[config.mk]
export PLATFORM = sky130hd
export DESIGN_NAME = ram_port_arbiter
export DESIGN_NICKNAME = d
export VERILOG_FILES = /design/src/rtl/ram_port_arbiter.sv
export SDC_FILE = /design/constraint.sdc
export NUM_CORES = 1
export LEC_CHECK = 0
export CORE_ASPECT_RATIO = 0.7
export CORE_MARGIN = 8
export CORE_UTILIZATION = 33
export DETAILED_ROUTE_END_ITERATION = 8
export GPL_ROUTABILITY_DRIVEN = 1
export PLACE_DENSITY = 0.75
export REMOVE_ABC_BUFFERS = 1
export SLEW_MARGIN = 20
export SYNTH_ARGS = -nofsm -noshare
export SYNTH_HDL_FRONTEND = slang
export SYNTH_SLANG_ARGS = --single-unit
export TNS_END_PERCENT = 100
[constraint.sdc]
create_clock -name i_clk -period 1.7 [get_ports i_clk]
set_clock_uncertainty 0.1 [all_clocks]
set_input_delay 0.34 -clock i_clk [delete_from_list [all_inputs] [get_ports i_clk]]
set_output_delay 0.34 -clock i_clk [all_outputs]
set_load 0.02 [all_outputs]
[src/rtl/ram_port_arbiter.sv]
// Round-robin arbiter/sequencer giving two requesters access to the 256 x 16 processor RAM.
// Each accepted request occupies one ACCESS cycle and returns a registered, tagged response.
module ram_port_arbiter #(
  parameter int unsigned DATA_WIDTH = 16,
  parameter int unsigned ADDR_WIDTH = 8
) (
  input  logic                  i_clk,
  input  logic                  i_reset,
  input  logic                  i_req0_valid,
  input  logic                  i_req0_write,
  input  logic [ADDR_WIDTH-1:0] i_req0_addr,
  input  logic [DATA_WIDTH-1:0] i_req0_wdata,
  output logic                  o_req0_ready,
  input  logic                  i_req1_valid,
  input  logic                  i_req1_write,
  input  logic [ADDR_WIDTH-1:0] i_req1_addr,
  input  logic [DATA_WIDTH-1:0] i_req1_wdata,
  output logic                  o_req1_ready,
  output logic                  o_rsp_valid,
  output logic                  o_rsp_id,
  output logic                  o_rsp_write,
  output logic [DATA_WIDTH-1:0] o_rsp_data,
  output logic [DATA_WIDTH-1:0] o_ram_opcode,
  output logic [DATA_WIDTH-1:0] o_ram_operand,
  output logic [DATA_WIDTH-1:0] o_ram_write_data,
  output logic                  o_ram_read_enable,
  output logic                  o_ram_write_enable,
  input  logic [DATA_WIDTH-1:0] i_ram_read_data
);

  localparam logic [DATA_WIDTH-1:0] OP_WRITE = DATA_WIDTH'(16'h9100);
  localparam logic [DATA_WIDTH-1:0] OP_READ  = DATA_WIDTH'(16'h9200);

  typedef enum logic {
    S_IDLE   = 1'b0,
    S_ACCESS = 1'b1
  } state_t;

  state_t                r_state;
  logic                  r_last_grant;
  logic                  r_cmd_id;
  logic                  r_cmd_write;
  logic [DATA_WIDTH-1:0] r_ram_opcode;
  logic [DATA_WIDTH-1:0] r_ram_operand;
  logic [DATA_WIDTH-1:0] r_ram_write_data;
  logic                  r_ram_read_enable;
  logic                  r_ram_write_enable;
  logic                  r_rsp_valid;
  logic                  r_rsp_id;
  logic                  r_rsp_write;
  logic [DATA_WIDTH-1:0] r_rsp_data;

  logic                  w_grant;
  logic                  w_accept;
  logic                  w_write;
  logic [ADDR_WIDTH-1:0] w_addr;
  logic [DATA_WIDTH-1:0] w_wdata;

  // Round-robin pick: on a tie the port that did not win last time goes next.
  always_comb begin
    w_grant  = i_req1_valid;
    if (i_req0_valid && i_req1_valid) begin
      w_grant = ~r_last_grant;
    end
    w_accept = (r_state == S_IDLE) && !i_reset && (i_req0_valid || i_req1_valid);
    w_write  = w_grant ? i_req1_write : i_req0_write;
    w_addr   = w_grant ? i_req1_addr  : i_req0_addr;
    w_wdata  = w_grant ? i_req1_wdata : i_req0_wdata;
  end

  assign o_req0_ready = w_accept && !w_grant;
  assign o_req1_ready = w_accept &&  w_grant;

  // RAM pins are loaded at accept and cleared when ACCESS ends, so reset drops them at once.
  always_ff @(posedge i_clk or posedge i_reset) begin
    if (i_reset) begin
      r_state            <= S_IDLE;
      r_last_grant       <= 1'b1;
      r_cmd_id           <= 1'b0;
      r_cmd_write        <= 1'b0;
      r_ram_opcode       <= '0;
      r_ram_operand      <= '0;
      r_ram_write_data   <= '0;
      r_ram_read_enable  <= 1'b0;
      r_ram_write_enable <= 1'b0;
      r_rsp_valid        <= 1'b0;
      r_rsp_id           <= 1'b0;
      r_rsp_write        <= 1'b0;
      r_rsp_data         <= '0;
    end else begin
      case (r_state)
        S_IDLE: begin
          r_rsp_valid <= 1'b0;
          if (w_accept) begin
            r_state            <= S_ACCESS;
            r_last_grant       <= w_grant;
            r_cmd_id           <= w_grant;
            r_cmd_write        <= w_write;
            r_ram_opcode       <= w_write ? OP_WRITE : OP_READ;
            r_ram_operand      <= DATA_WIDTH'(w_addr);
            r_ram_write_data   <= w_write ? w_wdata : '0;
            r_ram_read_enable  <= !w_write;
            r_ram_write_enable <= w_write;
          end
        end
        S_ACCESS: begin
          r_state            <= S_IDLE;
          r_rsp_valid        <= 1'b1;
          r_rsp_id           <= r_cmd_id;
          r_rsp_write        <= r_cmd_write;
          r_rsp_data         <= r_cmd_write ? '0 : i_ram_read_data;
          r_ram_opcode       <= '0;
          r_ram_operand      <= '0;
          r_ram_write_data   <= '0;
          r_ram_read_enable  <= 1'b0;
          r_ram_write_enable <= 1'b0;
        end
        default: r_state <= S_IDLE;
      endcase
    end
  end

  assign o_ram_opcode       = r_ram_opcode;
  assign o_ram_operand      = r_ram_operand;
  assign o_ram_write_data   = r_ram_write_data;
  assign o_ram_read_enable  = r_ram_read_enable;
  assign o_ram_write_enable = r_ram_write_enable;
  assign o_rsp_valid        = r_rsp_valid;
  assign o_rsp_id           = r_rsp_id;
  assign o_rsp_write        = r_rsp_write;
  assign o_rsp_data         = r_rsp_data;

endmodule

== After elaboration in Yosys (flattened, before gate mapping) ==
Index checks and enable logic that the tools add are counted.
W data, S select, Z words.

* Register bits after elaboration: 73
* Input port bits: 70
* Output and inout port bits: 71
* Word-level logic and storage cells: 46

* Equality and inequality tests: 1
* Mux-type cells: 20
* Bitwise gates (word level): 2
* Reduce and logical (&&, ||, !) cells: 10

{| class="wikitable"
|+ Operators by type and width
! operator !! number
|-
| $mux W16 || 6
|-
| $pmux W16 S2 || 3
|-
| $mux W10 || 1
|-
| $mux W8 || 1
|-
| $pmux W1 S2 || 4
|-
| $logic_and A1 B1 Y1 || 5
|-
| $mux W1 || 5
|-
| $logic_not A1 Y1 || 3
|-
| $ne A2 B2 Y1 const B || 1
|-
| $not A1 Y1 || 2
|-
| $reduce_and A2 Y1 || 1
|-
| $logic_or A1 B1 Y1 || 1
|}

== Logic depth before layout (Yosys ltp) ==
Gate-level depths: netlist of run 1.

* Word-level depth: 6
* Depth in mapped cells: 6
* Mapped depth without buffers: 4

== Worst setup path before layout of run 1 ==
No wires, ideal clock.

* Kind: flip-flop to flip-flop
* From: register r_last_grant
* To: register r_ram_operand[0] (netlist: o_ram_operand[0])
* Setup time: 0.118 ns
* Arrival: 1.381 ns
* Required time: 1.482 ns
* Slack: 0.101 ns
* Cell stages (with the launch flop): 7
* Path buffers: 2
* Clock period less this slack: 1.599 ns
* Path through: dfstp_2 -> a21boi_1 -> buf_4 -> and2_4 -> buf_4 -> a22o_1 -> a21o_1

* Longest elaborated chain between the ends: 5

{| class="wikitable"
|+ Ends and longest elaborated chain
! element !! RTL line !! text
|-
| start, declared || 40 || <nowiki>logic r_last_grant;</nowiki>
|-
| start signal, assigned || 96 || <nowiki>r_last_grant <= w_grant;</nowiki>
|-
| $not A1 Y1 || 63 || <nowiki>w_grant = ~r_last_grant;</nowiki>
|-
| $mux W1 || 62 || <nowiki>if (i_req0_valid && i_req1_valid) begin</nowiki>
|-
| $mux W8 || 67 || <nowiki>w_addr = w_grant ? i_req1_addr : i_req0_addr;</nowiki>
|-
| $mux W16 || 94 || <nowiki>if (w_accept) begin</nowiki>
|-
| $pmux W16 S2 || 91 || <nowiki>case (r_state)</nowiki>
|-
| end signal, assigned || 100 || <nowiki>r_ram_operand <= DATA_WIDTH'(w_addr);</nowiki>
|-
| end, declared || 44 || <nowiki>logic [DATA_WIDTH-1:0] r_ram_operand;</nowiki>
|}

Every way passes these cells. The select of a mux whose other input is x is not followed.
A chain may end at the register's enable or synchronous reset.

== Final worst setup path of run 1 ==
* From: register r_last_grant
* To: register r_ram_write_data[5] (netlist: o_ram_write_data[5])

* Longest elaborated chain between the ends: 6
* Elaborated cells on any way between the ends: 7
* Those cells by class: 6 x mux; 1 x bitwise

{| class="wikitable"
|+ Ends and longest elaborated chain
! element !! RTL line !! text
|-
| $not A1 Y1 * || 63 ||
|-
| $mux W1 * || 62 ||
|-
| $mux W16 or $mux W1 (tied branches) || 68, 66 ||
|-
| $mux W16 * || 101 || <nowiki>r_ram_write_data <= w_write ? w_wdata : '0;</nowiki>
|-
| $mux W16 * || 94 ||
|-
| $pmux W16 S2 * || 91 ||
|-
| end signal, assigned || 101 ||
|-
| end, declared || 45 || <nowiki>logic [DATA_WIDTH-1:0] r_ram_write_data;</nowiki>
|}

Every way passes the cells marked *; elsewhere a longest branch is shown, timed or not. The select of a mux whose other input is x is not followed.

==> results.md, run 1 <==
* Initial antenna violation count at 0
* Final number of max-transition violations at 0
* Multi-input gate area at 917 um2
* Via/cell ratio at 4.39
* Kind of critical path: flip-flop to flip-flop
* Synth cell types at 23
* Cell repeated most along the worst path: buf_6
* Worst hold slack at 0.141 ns
* CTS Buf Count at 5
* CP top delay family: flip-flops
* GPL Wtd Cong at 0.750
* Layout cells sized above 1 at 0.156
* Post-Route WL at 6780 um
* Finished Cell Area at 3820 um2
* Unrepaired setup endpoints after global routing: yes
* Worst hold path type: input port to asynchronous set/reset pin
* Worst setup path endpoint: o_ram_write_data[5]
* CTS Buffer Depth at 2
* Result of the run: finished with violations
* Post-Syn Area at 2290 um2
* Worst-path fanout max at 7
* Psw at 1.08 mW
* Critical Path Start Type: flip-flop
* Post-synth top area share at 0.536
* Worst path slowest cell: dfstp_2
* Register area share after synthesis at 0.547
* Hold_buf cts at 0
* Port Buffer Count at 120
* Area leader, netlist: dfrtp_1
* Leak Pwr at 1.99 nW
* Reg2reg end: o_ram_write_data[5]
* Die X at 116 um
* Worst-Skew Late Latency at 0.29 ns
* Core footprint at 6730 um2
* Ys Warns at 0
* Register share of total power at 0.449
* Power share of the combinational group at 0.348
* Int Pwr at 2.19 mW
* First-pass iteration count of the detailed router at 3
* Final count of negative-setup-slack endpoints at 8
* Die span in y at 85.7 um
* Number of global-route vias before repair at 1994
* Critical Path RT at 1.77 ns
* Period utilization at 1.02
* Die area at 9900 um2
* Clk pin slew, worst setup/hold paths at 0.09 ns
* Setup crit end kind: flip-flop
* Wirelength per Cell at 15.7 um
* # clock sinks at 50
* Row count at 25
* Total track usage at 0.133
* Final hold viol count at 0
* CTS tree: built
* Reg-to-Reg Start: r_last_grant
* Filler cell count at 625
* Largest net degree at the start of global routing at 26
* Peak VDD IR at 450 uV
* Post-place instance area at 3610 um2
* Crit path from: r_last_grant
* DR vias at 1903
* Maxcap violations at 0
* Worst path depth at 7
* Post-DRT Antenna Nets at 0
* H-tree lvl count at 2
* Initial Util at 0.340
* Synthesized flop and latch total at 50
* Synth area leaders: dfrtp_1 (54%), buf_4 (8.5%), mux2i_1 (7.0%)
* Remaining DRCs at 0
* Synth-to-Final Area Change at 66.9%
* IO Count at 141
* Root Buffer: clkbuf_8
* Mapped Cells at 205
* Power Density at 856 nW/um2
* WP data arrival at 1.80 ns
* Failing checks: setup timing
* GR Overflow Total at 0
* R2R Setup Slk at -0.03 ns
* Fmax at 578 MHz
* Switching part of the total at 0.331
* Post-layout nets at 408
* Critical path cell sequence: buf_6, a21boi_2, and2_4, buf_8, a22oi_4, buf_6, o2bb2ai_4
* First-pass GRT wire length at 10600 um
* CP bufs+invs at 3
* Storage cell area at 1250 um2
* Min Clock Period, post-route at 1.73 ns
* R2R depth at 7
* Post-route setup slack at -0.0308 ns
* Average cell area after synthesis at 11.2 um2
* Slowest cell delay on critical path at 0.55 ns
* Clock share of power at 0.203
* Final HPWL DP at 5350 um
* DRT iter0 DRCs at 61
* Number of antenna diodes at 0
==> timing repair <==
action,in CTS,in global routing
pin swaps,4,11
buffers inserted,2,2
gates cloned,1,0
endpoints found under the setup margin,63,27
resized for setup,68,21
==> logic make-up (layout without fill, tap and decap cells) <==
group	count (synthesis)	in the layout	synth area share
buffers and inverters	53	168	0.136
AND/OR/NAND/NOR	27	27	0.0508
other	1	20	0.00164
flip-flops	50	50	0.547
AO/OA/AOI/OAI	56	56	0.184
multiplexers	18	18	0.0798
==> power by group through the flow <==
stage                     Sequential, mW  Combinational (mW)  Clock, mW
final                               1.47                1.14      0.664
after global routing                1.49                1.23      0.746
after CTS                           1.47                1.11      0.689
after detailed placement            1.49                1.20          0
after global placement              1.48                1.19          0
after floorplan                     1.70               0.302          0
==> layout make-up <==
type | count | share of cell area
timing repair buffer | 141 | 0.361
sequential | 50 | 0.328
multi-input combinational | 121 | 0.240
tap | 94 | 0.0308
clock buffer | 6 | 0.0190
inverter | 19 | 0.0187
clock inverter | 2 | 0.00262
==> metal layers <==
metal	share of wire	global-route usage
met1	0.41	0.155
met2	0.48	0.218
met3	0.11	0.0631
met4	0.0025	0.0214
met5	0	0
==> synthesized netlist by cell type <==
library cell   n
o21ai_1        1
and3_1         1
dfrtp_1       49
a21o_1        10
and2_4         1
a21boi_1       2
mux2i_1       16
buf_6          2
mux2_2         2
nor2b_1        1
a22o_1         8
conb_1         1
o21ai_0       17
a21bo_1        1
nand2b_1       2
dfstp_2        1
inv_1         19
nor2_1         4
buf_4         26
a22oi_4        1
clkbuf_1       6
nand2_1       18
o2bb2ai_1     16
==> flip-flops by register name (all words and copies together), names as in the netlist <==
name              cells
o_ram_write_data     16
o_rsp_data           16
o_ram_operand         8
o_ram_opcode          3
o_rsp_id              1
o_rsp_valid           1
o_rsp_write           1
r_cmd_id              1
r_cmd_write           1
r_last_grant          1
r_state               1
==> worst reg2reg max path, delay by kind of cell, from the launching register on <==
kind / cells / cell delay (ns)
flops: 1 / 0.55
compound gates: 3 / 0.38
buf+inv: 3 / 0.41
simple gates: 1 / 0.16
==> placed cells by master (no fill, tap or decap), types with 3 or more instances in the layout <==
cell type and n:
o21ai_0 17, buf_4 11, o2bb2ai_2 11, mux2i_1 16
nand2_1 18, dlymetal6s2s_1 4, buf_12 3, a21o_1 10
inv_1 18, clkbuf_8 5, dfrtp_1 49, clkdlybuf4s50_1 66
conb_1 20, dlygate4sd2_1 48, buf_6 8, nor2_1 3
a22o_1 8, o2bb2ai_1 3
==> through the flow <==
stage / utilization / instances / TNS, ns / setup WS, ns / total power [mW]
after CTS: 0.547 / 431 / -0.00715 / -0.00700 / 3.26
final: 0.568 / 433 / -0.115 / -0.0308 / 3.27
after floorplan: - / 190 / -20.77 / -0.804 / 2.01
after global routing: 0.568 / 433 / -0.794 / -0.0759 / 3.47
after detailed placement: 0.537 / 421 / -9.70 / -0.550 / 2.70
after global placement: 0.537 / 421 / -9.71 / -0.547 / 2.67
==> worst min-delay path by stage <==
stage / from / end / slack, ns / cells past startpoint
floorplan: r_cmd_id / r_cmd_id / 0.34 / 1
global placement: r_cmd_id / r_cmd_id / 0.36 / 1
detailed placement: r_cmd_id / r_cmd_id / 0.37 / 1
CTS: i_reset / r_state / 0.14 / 3
global route: i_reset / o_rsp_data[5] / 0.15 / 3
finish: i_reset / o_rsp_data[5] / 0.14 / 3
Power figures use the tool's default switching activity.
==> run 2, diff against run 1 <==
--- a/config.mk
+++ b/config.mk
@@ -5,6 +5,7 @@
 export SDC_FILE = /design/constraint.sdc
 export NUM_CORES = 1
 export LEC_CHECK = 0
+export CAP_MARGIN = 40
 export CORE_ASPECT_RATIO = 0.7
 export CORE_MARGIN = 8
 export CORE_UTILIZATION = 33
==> results of run 2 <==
Final layout, timing and power as in run 1 (identical DEF).
